### config.mk
export PLATFORM = sky130hd
export DESIGN_NAME = cell_writeback
export DESIGN_NICKNAME = d
export VERILOG_FILES = /design/src/rtl/cell_wb_pkg.sv /design/src/rtl/cell_wb_fifo.sv /design/src/rtl/cell_writeback.sv
export SDC_FILE = /design/constraint.sdc
export NUM_CORES = 2
export LEC_CHECK = 0
export BUFFER_PORTS_ARGS = -buffer_cell sky130_fd_sc_hd__buf_2
export CAP_MARGIN = 10
export CORE_ASPECT_RATIO = 0.9
export CORE_UTILIZATION = 65
export DETAILED_ROUTE_END_ITERATION = 16
export PLACE_DENSITY = 0.83
export SYNTH_ARGS = -nofsm -noshare
export SYNTH_HDL_FRONTEND = slang
export SYNTH_SLANG_ARGS = --single-unit
### constraint.sdc
create_clock -name clk -period 40.8 [get_ports clk]
set_clock_uncertainty 0.2 [all_clocks]
set_input_delay 0 -clock clk [delete_from_list [all_inputs] [get_ports clk]]
set_output_delay 0 -clock clk [all_outputs]
set_load 0.05 [all_outputs]
### src/rtl/cell_wb_pkg.sv
// rtl/cell_wb_pkg.sv - shared constants, state enum and field offsets for the cell writeback slice
package cell_wb_pkg;

  localparam int NUM_CELLS  = 27;
  localparam int CELL_CAP   = 64;
  localparam int FIFO_DEPTH = 8;
  localparam int ADDR_W     = 11;
  localparam int CNT_W      = $clog2(CELL_CAP + 1);
  localparam int CIDX_W     = 32;

  // Position word layout: three fp32 lanes, x in the low lane.
  localparam int POS_W     = 96;
  localparam int POS_X_LSB = 0;
  localparam int POS_Y_LSB = 32;
  localparam int POS_Z_LSB = 64;

  // Null flags ride one bit above the payload in both input words.
  localparam int CIDX_NULL_BIT = 32;
  localparam int POS_NULL_BIT  = 96;

  // FIFO entry is {pos with flag, cidx with flag}.
  localparam int ENTRY_W = (CIDX_W + 1) + (POS_W + 1);

  typedef enum logic [1:0] {
    ACCEPT = 2'd0,
    DRAIN  = 2'd1,
    CLEAR  = 2'd2
  } state_t;

  // Either copy of the null flag marks the entry as carrying no particle.
  function automatic logic is_null(input logic [CIDX_W:0] cidx, input logic [POS_W:0] pos);
    return cidx[CIDX_NULL_BIT] | pos[POS_NULL_BIT];
  endfunction

endpackage

### src/rtl/cell_wb_fifo.sv
// rtl/cell_wb_fifo.sv - synchronous FIFO with a registered first-word output stage
module cell_wb_fifo #(
  parameter int WIDTH = 130,
  parameter int DEPTH = 8
) (
  input  logic             clk,
  input  logic             rst,
  input  logic             push,
  input  logic [WIDTH-1:0] din,
  output logic             full,
  input  logic             pop,
  output logic [WIDTH-1:0] dout,
  output logic             dout_valid,
  output logic             empty
);

  localparam int PW = $clog2(DEPTH);

  logic [WIDTH-1:0] mem [DEPTH];
  logic [PW-1:0]    wr_ptr;
  logic [PW-1:0]    rd_ptr;
  logic [PW:0]      count;
  logic             push_ok;
  logic             load;

  // Full/empty look at the storage array; the output register is one extra slot.
  assign full    = (count == (PW + 1)'(DEPTH));
  assign push_ok = push && !full;
  assign load    = (count != '0) && (!dout_valid || pop);
  assign empty   = (count == '0) && !dout_valid;

  // Storage array write port; contents need no reset since count gates every read.
  always_ff @(posedge clk) begin
    if (push_ok) begin
      mem[wr_ptr] <= din;
    end
  end

  // Pointer and occupancy bookkeeping; pointers wrap because DEPTH is a power of two.
  always_ff @(posedge clk) begin
    if (rst) begin
      wr_ptr <= '0;
      rd_ptr <= '0;
      count  <= '0;
    end else begin
      if (push_ok) begin
        wr_ptr <= wr_ptr + PW'(1);
      end
      if (load) begin
        rd_ptr <= rd_ptr + PW'(1);
      end
      case ({push_ok, load})
        2'b10:   count <= count + (PW + 1)'(1);
        2'b01:   count <= count - (PW + 1)'(1);
        default: count <= count;
      endcase
    end
  end

  // Head-of-queue register: refills whenever it is empty or being consumed.
  always_ff @(posedge clk) begin
    if (rst) begin
      dout       <= '0;
      dout_valid <= 1'b0;
    end else if (load) begin
      dout       <= mem[rd_ptr];
      dout_valid <= 1'b1;
    end else if (pop) begin
      dout_valid <= 1'b0;
    end
  end

endmodule

### src/rtl/cell_writeback.sv
// rtl/cell_writeback.sv - scatters particles into banked cell memory; optional CELL_WB_COUNT_PORT_EN adds a count readback port
module cell_writeback #(
  parameter int NUM_CELLS  = cell_wb_pkg::NUM_CELLS,
  parameter int CELL_CAP   = cell_wb_pkg::CELL_CAP,
  parameter int FIFO_DEPTH = cell_wb_pkg::FIFO_DEPTH,
  parameter int ADDR_W     = cell_wb_pkg::ADDR_W,
  parameter int CNT_W      = $clog2(CELL_CAP + 1)
) (
  input  logic              clk,
  input  logic              rst,
  input  logic              in_valid,
  output logic              in_ready,
  input  logic [32:0]       in_cidx,
  input  logic [96:0]       in_pos,
  input  logic              step_end,
  output logic              mem_we,
  output logic [ADDR_W-1:0] mem_addr,
  output logic [95:0]       mem_wdata,
  output logic              step_done,
  output logic              ovf_err,
  output logic              idx_err
`ifdef CELL_WB_COUNT_PORT_EN
  ,
  input  logic [4:0]        cnt_rd_idx,
  output logic [CNT_W-1:0]  cnt_rd_data
`endif
);

  import cell_wb_pkg::*;

  localparam int                CI_W        = $clog2(NUM_CELLS);
  localparam logic [CIDX_W-1:0] NUM_CELLS_U = CIDX_W'(NUM_CELLS);
  localparam logic [CNT_W-1:0]  CAP_CNT     = CNT_W'(CELL_CAP);

  state_t             state;
  logic               fifo_full;
  logic               fifo_empty;
  logic               fifo_valid;
  logic               push;
  logic [ENTRY_W-1:0] fifo_din;
  logic [ENTRY_W-1:0] fifo_dout;

  logic [CIDX_W:0]    pop_cidx;
  logic [POS_W:0]     pop_pos;
  logic [CI_W-1:0]    pop_cell;
  logic [CNT_W-1:0]   pop_cnt;
  logic               pop_null;
  logic               pop_in_range;
  logic               pop_cell_full;
  logic               do_write;
  logic [ADDR_W-1:0]  pop_addr;
  logic               mem_we_r;

  logic [CNT_W-1:0]   cnt [NUM_CELLS];

  assign in_ready = (state == ACCEPT) && !fifo_full;
  assign push     = in_valid && in_ready;
  assign fifo_din = {in_pos, in_cidx};

  cell_wb_fifo #(
    .WIDTH (ENTRY_W),
    .DEPTH (FIFO_DEPTH)
  ) u_fifo (
    .clk        (clk),
    .rst        (rst),
    .push       (push),
    .din        (fifo_din),
    .full       (fifo_full),
    .pop        (fifo_valid),
    .dout       (fifo_dout),
    .dout_valid (fifo_valid),
    .empty      (fifo_empty)
  );

  // The head entry is consumed every cycle it is valid; classification is purely combinational.
  assign pop_cidx      = fifo_dout[CIDX_W:0];
  assign pop_pos       = fifo_dout[ENTRY_W-1:CIDX_W+1];
  assign pop_cell      = pop_cidx[CI_W-1:0];
  assign pop_null      = is_null(pop_cidx, pop_pos);
  assign pop_in_range  = (pop_cidx[CIDX_W-1:0] < NUM_CELLS_U);
  assign pop_cnt       = cnt[pop_cell];
  assign pop_cell_full = (pop_cnt == CAP_CNT);
  assign do_write      = fifo_valid && !pop_null && pop_in_range && !pop_cell_full;
  // Constant multiply by CELL_CAP; a power-of-two capacity folds to a shift.
  assign pop_addr      = ADDR_W'(pop_cell) * ADDR_W'(CELL_CAP) + ADDR_W'(pop_cnt);

  // A registered write can never leave the block once reset is being sampled.
  assign mem_we = mem_we_r && !rst;

  // Output write register and sticky drop flags.
  always_ff @(posedge clk) begin
    if (rst) begin
      mem_we_r  <= 1'b0;
      mem_addr  <= '0;
      mem_wdata <= '0;
      ovf_err   <= 1'b0;
      idx_err   <= 1'b0;
    end else begin
      mem_we_r <= do_write;
      if (do_write) begin
        mem_addr  <= pop_addr;
        mem_wdata <= {pop_pos[POS_Z_LSB +: 32], pop_pos[POS_Y_LSB +: 32], pop_pos[POS_X_LSB +: 32]};
      end
      if (fifo_valid && !pop_null && !pop_in_range) begin
        idx_err <= 1'b1;
      end
      if (fifo_valid && !pop_null && pop_in_range && pop_cell_full) begin
        ovf_err <= 1'b1;
      end
    end
  end

  // Per-cell fill counters: bumped in the same edge as the write so the next pop sees the new slot.
  always_ff @(posedge clk) begin
    if (rst || state == CLEAR) begin
      for (int i = 0; i < NUM_CELLS; i++) begin
        cnt[i] <= '0;
      end
    end else if (do_write) begin
      cnt[pop_cell] <= pop_cnt + CNT_W'(1);
    end
  end

  // Step sequencing: stop accepting, wait for the pipe to empty, then clear counters for one cycle.
  always_ff @(posedge clk) begin
    if (rst) begin
      state     <= ACCEPT;
      step_done <= 1'b0;
    end else begin
      step_done <= 1'b0;
      case (state)
        ACCEPT: begin
          if (step_end) begin
            state <= DRAIN;
          end
        end
        DRAIN: begin
          if (fifo_empty && !mem_we_r) begin
            state     <= CLEAR;
            step_done <= 1'b1;
          end
        end
        CLEAR: begin
          state <= ACCEPT;
        end
        default: begin
          state <= ACCEPT;
        end
      endcase
    end
  end

`ifdef CELL_WB_COUNT_PORT_EN
  // Registered count readback; during CLEAR it still sees the pre-clear values.
  always_ff @(posedge clk) begin
    if (rst) begin
      cnt_rd_data <= '0;
    end else if (CIDX_W'(cnt_rd_idx) < NUM_CELLS_U) begin
      cnt_rd_data <= cnt[cnt_rd_idx];
    end else begin
      cnt_rd_data <= '0;
    end
  end
`endif

endmodule
==> results.toml <==
[clocking]
clock_latency_ns = 0.75
cts.repair.resized = 0
htree_levels = 4
clock_tree.buffer_depth = 3
cts.sink_count = 1518
cts_made_buffers = 146
clockRootBuffer = "clkbuf_16"
cts_hold_buf = 267
cts_tree = "done"
path_clk_slew_ns = 0.06
post-cts-setup-buffers = 0

[finish]
fin_area_sq_um = 70800
fin_nets = 4234
layout_commonest_cell = "edfxtp_1"
drive_above_1_share_pct = 20.8
area_growth_pct = 15.9
fillers = 4977
mostFrequentLayoutCells = "edfxtp_1, mux4_2, nor2_1"

[worst_setup_path]
ff2ff_setup_slack_ns = 34.50
path_class = "reg -> reg"
crit_fanout = 62
critPathLaunchType = "flip-flop"
reg2reg_depth = 12
cp.required_ns = 41.02
crit-reg2reg-launch = "u_fifo.dout[1]$_SDFFE_PP0P_"
worstSetupEndpointType = "flip-flop"
rr_endpoint = "cnt[14][6]$_SDFFCE_PN0P_"
critPathArrivalTime_ns = 6.53

[detailed_routing]
dr.pass1.iters = 6
num_vias = 37100
drt_iter0_drc = 4905
drc = 0
vias_per_cell = 6.80
ant_nets = 0
wl_per_cell_um = 28.5
wl_mm = 156

[synthesis]
ys_types = 58
synth_fa_ha_area_share_pct = 0.217
ys_warn_count = 0
synth_edf_count = 1264
synth-compound-area-share_pct = 5.42
async_flop_share_pct = 0
netlist_area_sq_um = 61100
avgSynthCellArea_sq_um = 16.8
muxShareOfSynthArea_pct = 14.0
synth_top_family_by_area = "multiplexers"
synthCells = 3628
synthXorXnorAreaFrac_pct = 0.199
synthFlopType = "edfxtp_1"
synth_seq_area_share_pct = 70.4
synthSimpleGateAreaFrac_pct = 7.54
synth-seq-cells = 1518

[global_routing]
grtUsageTotal_pct = 32.7
overflow = 0
grt_antenna_before_repair = 15
grt_pass1_vias = 37600
grt_max_degree = 157
grt_pass1_wl_mm = 232

[floorplanning]
core_sq_um = 93000
die_h_um = 293
rows = 106
start_util_pct = 65.7
die_w_um = 325
boundaryPins = 246
dieArea_sq_um = 95300

[timing]
period_share_pct = 15.5
max_freq_ghz = 0.159
setup_tns_ns = 0
slew_viol_final = 0
setup_slack_ns = 34.50
tightest_slew_ns = 1.22
post-route-min-period_ns = 6.31
rsz0062_at_grt = "no"
worst_hold_slack_ns = 0.0801
relSlewSlack_pct = 18.4
hold_viol = 0
finalSetupViolations = 0

[placed_design]
dp.final_hpwl_mm = 78.0
io_buffers = 245
gp_congestion = 0.910
place_ws_ns = 34.72
place_area_sq_um = 63400

[pwr]
leakage_nw = 23.4
ir_worst_vdd_v = 0.000111
power-per-cell-area_nw_per_um2 = 68.8

[run_status]
outcome = "complete, no violations"

[worst_hold_path]
min_to = "u_fifo.count[2]$_SDFFE_PP0P_"
hp-class = "in -> reg"
min-delay-start = "rst"
worstHoldPathCells = 3

[job]
maxCapViolations = 0
[how the worst max path moves through the flow]
stage,slack [ns],endpoint,startpoint,depth (start not counted)
2_1_floorplan,24.02,u_fifo.mem[1][0]$_DFFE_PP_,u_fifo.count[0]$_SDFFE_PP0P_,4
3_3_place_gp,34.86,cnt[7][0]$_SDFFCE_PN0P_,u_fifo.dout[1]$_SDFFE_PP0P_,12
3_5_place_dp,34.72,cnt[14][0]$_SDFFCE_PN0P_,u_fifo.dout[1]$_SDFFE_PP0P_,12
4_1_cts,34.70,cnt[7][3]$_SDFFCE_PN0P_,u_fifo.dout[1]$_SDFFE_PP0P_,12
5_1_grt,34.30,cnt[14][2]$_SDFFCE_PN0P_,u_fifo.dout[1]$_SDFFE_PP0P_,12
6_report,34.50,cnt[14][6]$_SDFFCE_PN0P_,u_fifo.dout[1]$_SDFFE_PP0P_,12
[registers in the layout, indices dropped and copies added, names as in the netlist]
signal             count
cnt                  224
idx_err                1
mem_addr              11
mem_wdata             96
mem_we_r               1
ovf_err                1
state                  2
step_done              1
u_fifo.count           4
u_fifo.dout          130
u_fifo.dout_valid      1
u_fifo.mem          1040
u_fifo.rd_ptr          3
u_fifo.wr_ptr          3
[stage by stage]
stage | std cells | utilization, % | power [W]
after CTS | 5454 | 76.2 | 0.00482
after detailed placement | 4917 | 68.2 | 0.00347
after global routing | 5458 | 76.2 | 0.00501
after global placement | 4917 | 68.2 | 0.00343
final | 5459 | 76.2 | 0.00488
after floorplan | 3662 | - | 0.00304
[logic make-up (layout without fill, tap and decap cells)]
family,after synthesis,count (layout)
multiplexers,486,486
XOR/XNOR,13,13
buffers and inverters,307,857
other,1,40
AND/OR/NAND/NOR,876,876
AO/OA/AOI/OAI,417,417
flip-flops,1518,1518
adder cells (fa/ha/maj),10,10
[cell type report]
| type | count | area (sq um) | share of cell area [%] |
|---|---|---|---|
| flip-flops and latches | 1518 | 43100 | 60.8 |
| multi-input cells | 1837 | 17000 | 24.0 |
| repair buffers | 571 | 4440 | 6.27 |
| clock buffers | 215 | 4230 | 5.97 |
| well taps | 1242 | 1550 | 2.19 |
| clock inverters | 55 | 483 | 0.682 |
| inverters | 16 | 60.1 | 0.0848 |
| diodes | 5 | 12.5 | 0.0177 |
[synthesized netlist by cell type, drive strengths merged, types with 2 or more instances]
library cell / count / area share, %
nand3: 121 / 1.0
inv: 14 / 0.086
dfxtp: 254 / 8.3
edfxtp: 1264 / 62
and3: 3 / 0.031
mux2: 6 / 0.11
nor4: 10 / 0.15
buf: 111 / 1.0
a211oi: 139 / 1.7
mux4: 293 / 11
nand4: 105 / 1.1
nor3: 61 / 0.51
xnor2: 8 / 0.13
ha: 9 / 0.18
nor2: 295 / 1.8
nand2b: 3 / 0.031
a22oi: 119 / 1.5
clkbuf: 180 / 1.1
nand2: 52 / 0.32
o31a: 4 / 0.057
mux2i: 187 / 3.1
o21ai: 102 / 0.84
a21oi: 14 / 0.11
clkinv: 2 / 0.012
xor2: 5 / 0.072
o2111ai: 28 / 1.1
and2: 4 / 0.041
nor4b: 4 / 0.057
and4: 2 / 0.029
or3: 2 / 0.020
and3b: 2 / 0.029
nor3b: 102 / 1.3
a31oi: 4 / 0.066
o31ai: 2 / 0.025
nor2b: 109 / 1.1
[layer usage]
| metal | up-vias | GRT usage (%) | wire [um] |
|---|---|---|---|
| met5 | - | 0 | 128 |
| met2 | 2630 | 53.6 | 77300 |
| met3 | 428 | 7.48 | 17200 |
| met1 | 18600 | 42.9 | 55700 |
| met4 | 20 | 13.3 | 5430 |
| li1 | 15400 | - | - |
[where the power goes]
part           internal (W)  leakage [nW]  switching (W)
clock network      0.000760          2.32       0.000576
registers           0.00186          13.8       0.000105
logic              0.000479          7.32        0.00109
total               0.00310          23.4        0.00177
[worst max-delay path, cell delays in order (launching register included)]
cell	delay, ns
dfxtp_4	0.64
buf_4	0.89
mux4_2	0.45
mux4_2	0.49
nor2_1	0.18
a31oi_4	0.05
inv_1	0.21
ha_1	0.29
nand4_4	0.54
buf_4	0.57
buf_4	0.57
o2111ai_2	0.52
nand2_1	0.30
Note: power is estimated with default switching activity, not from simulation.
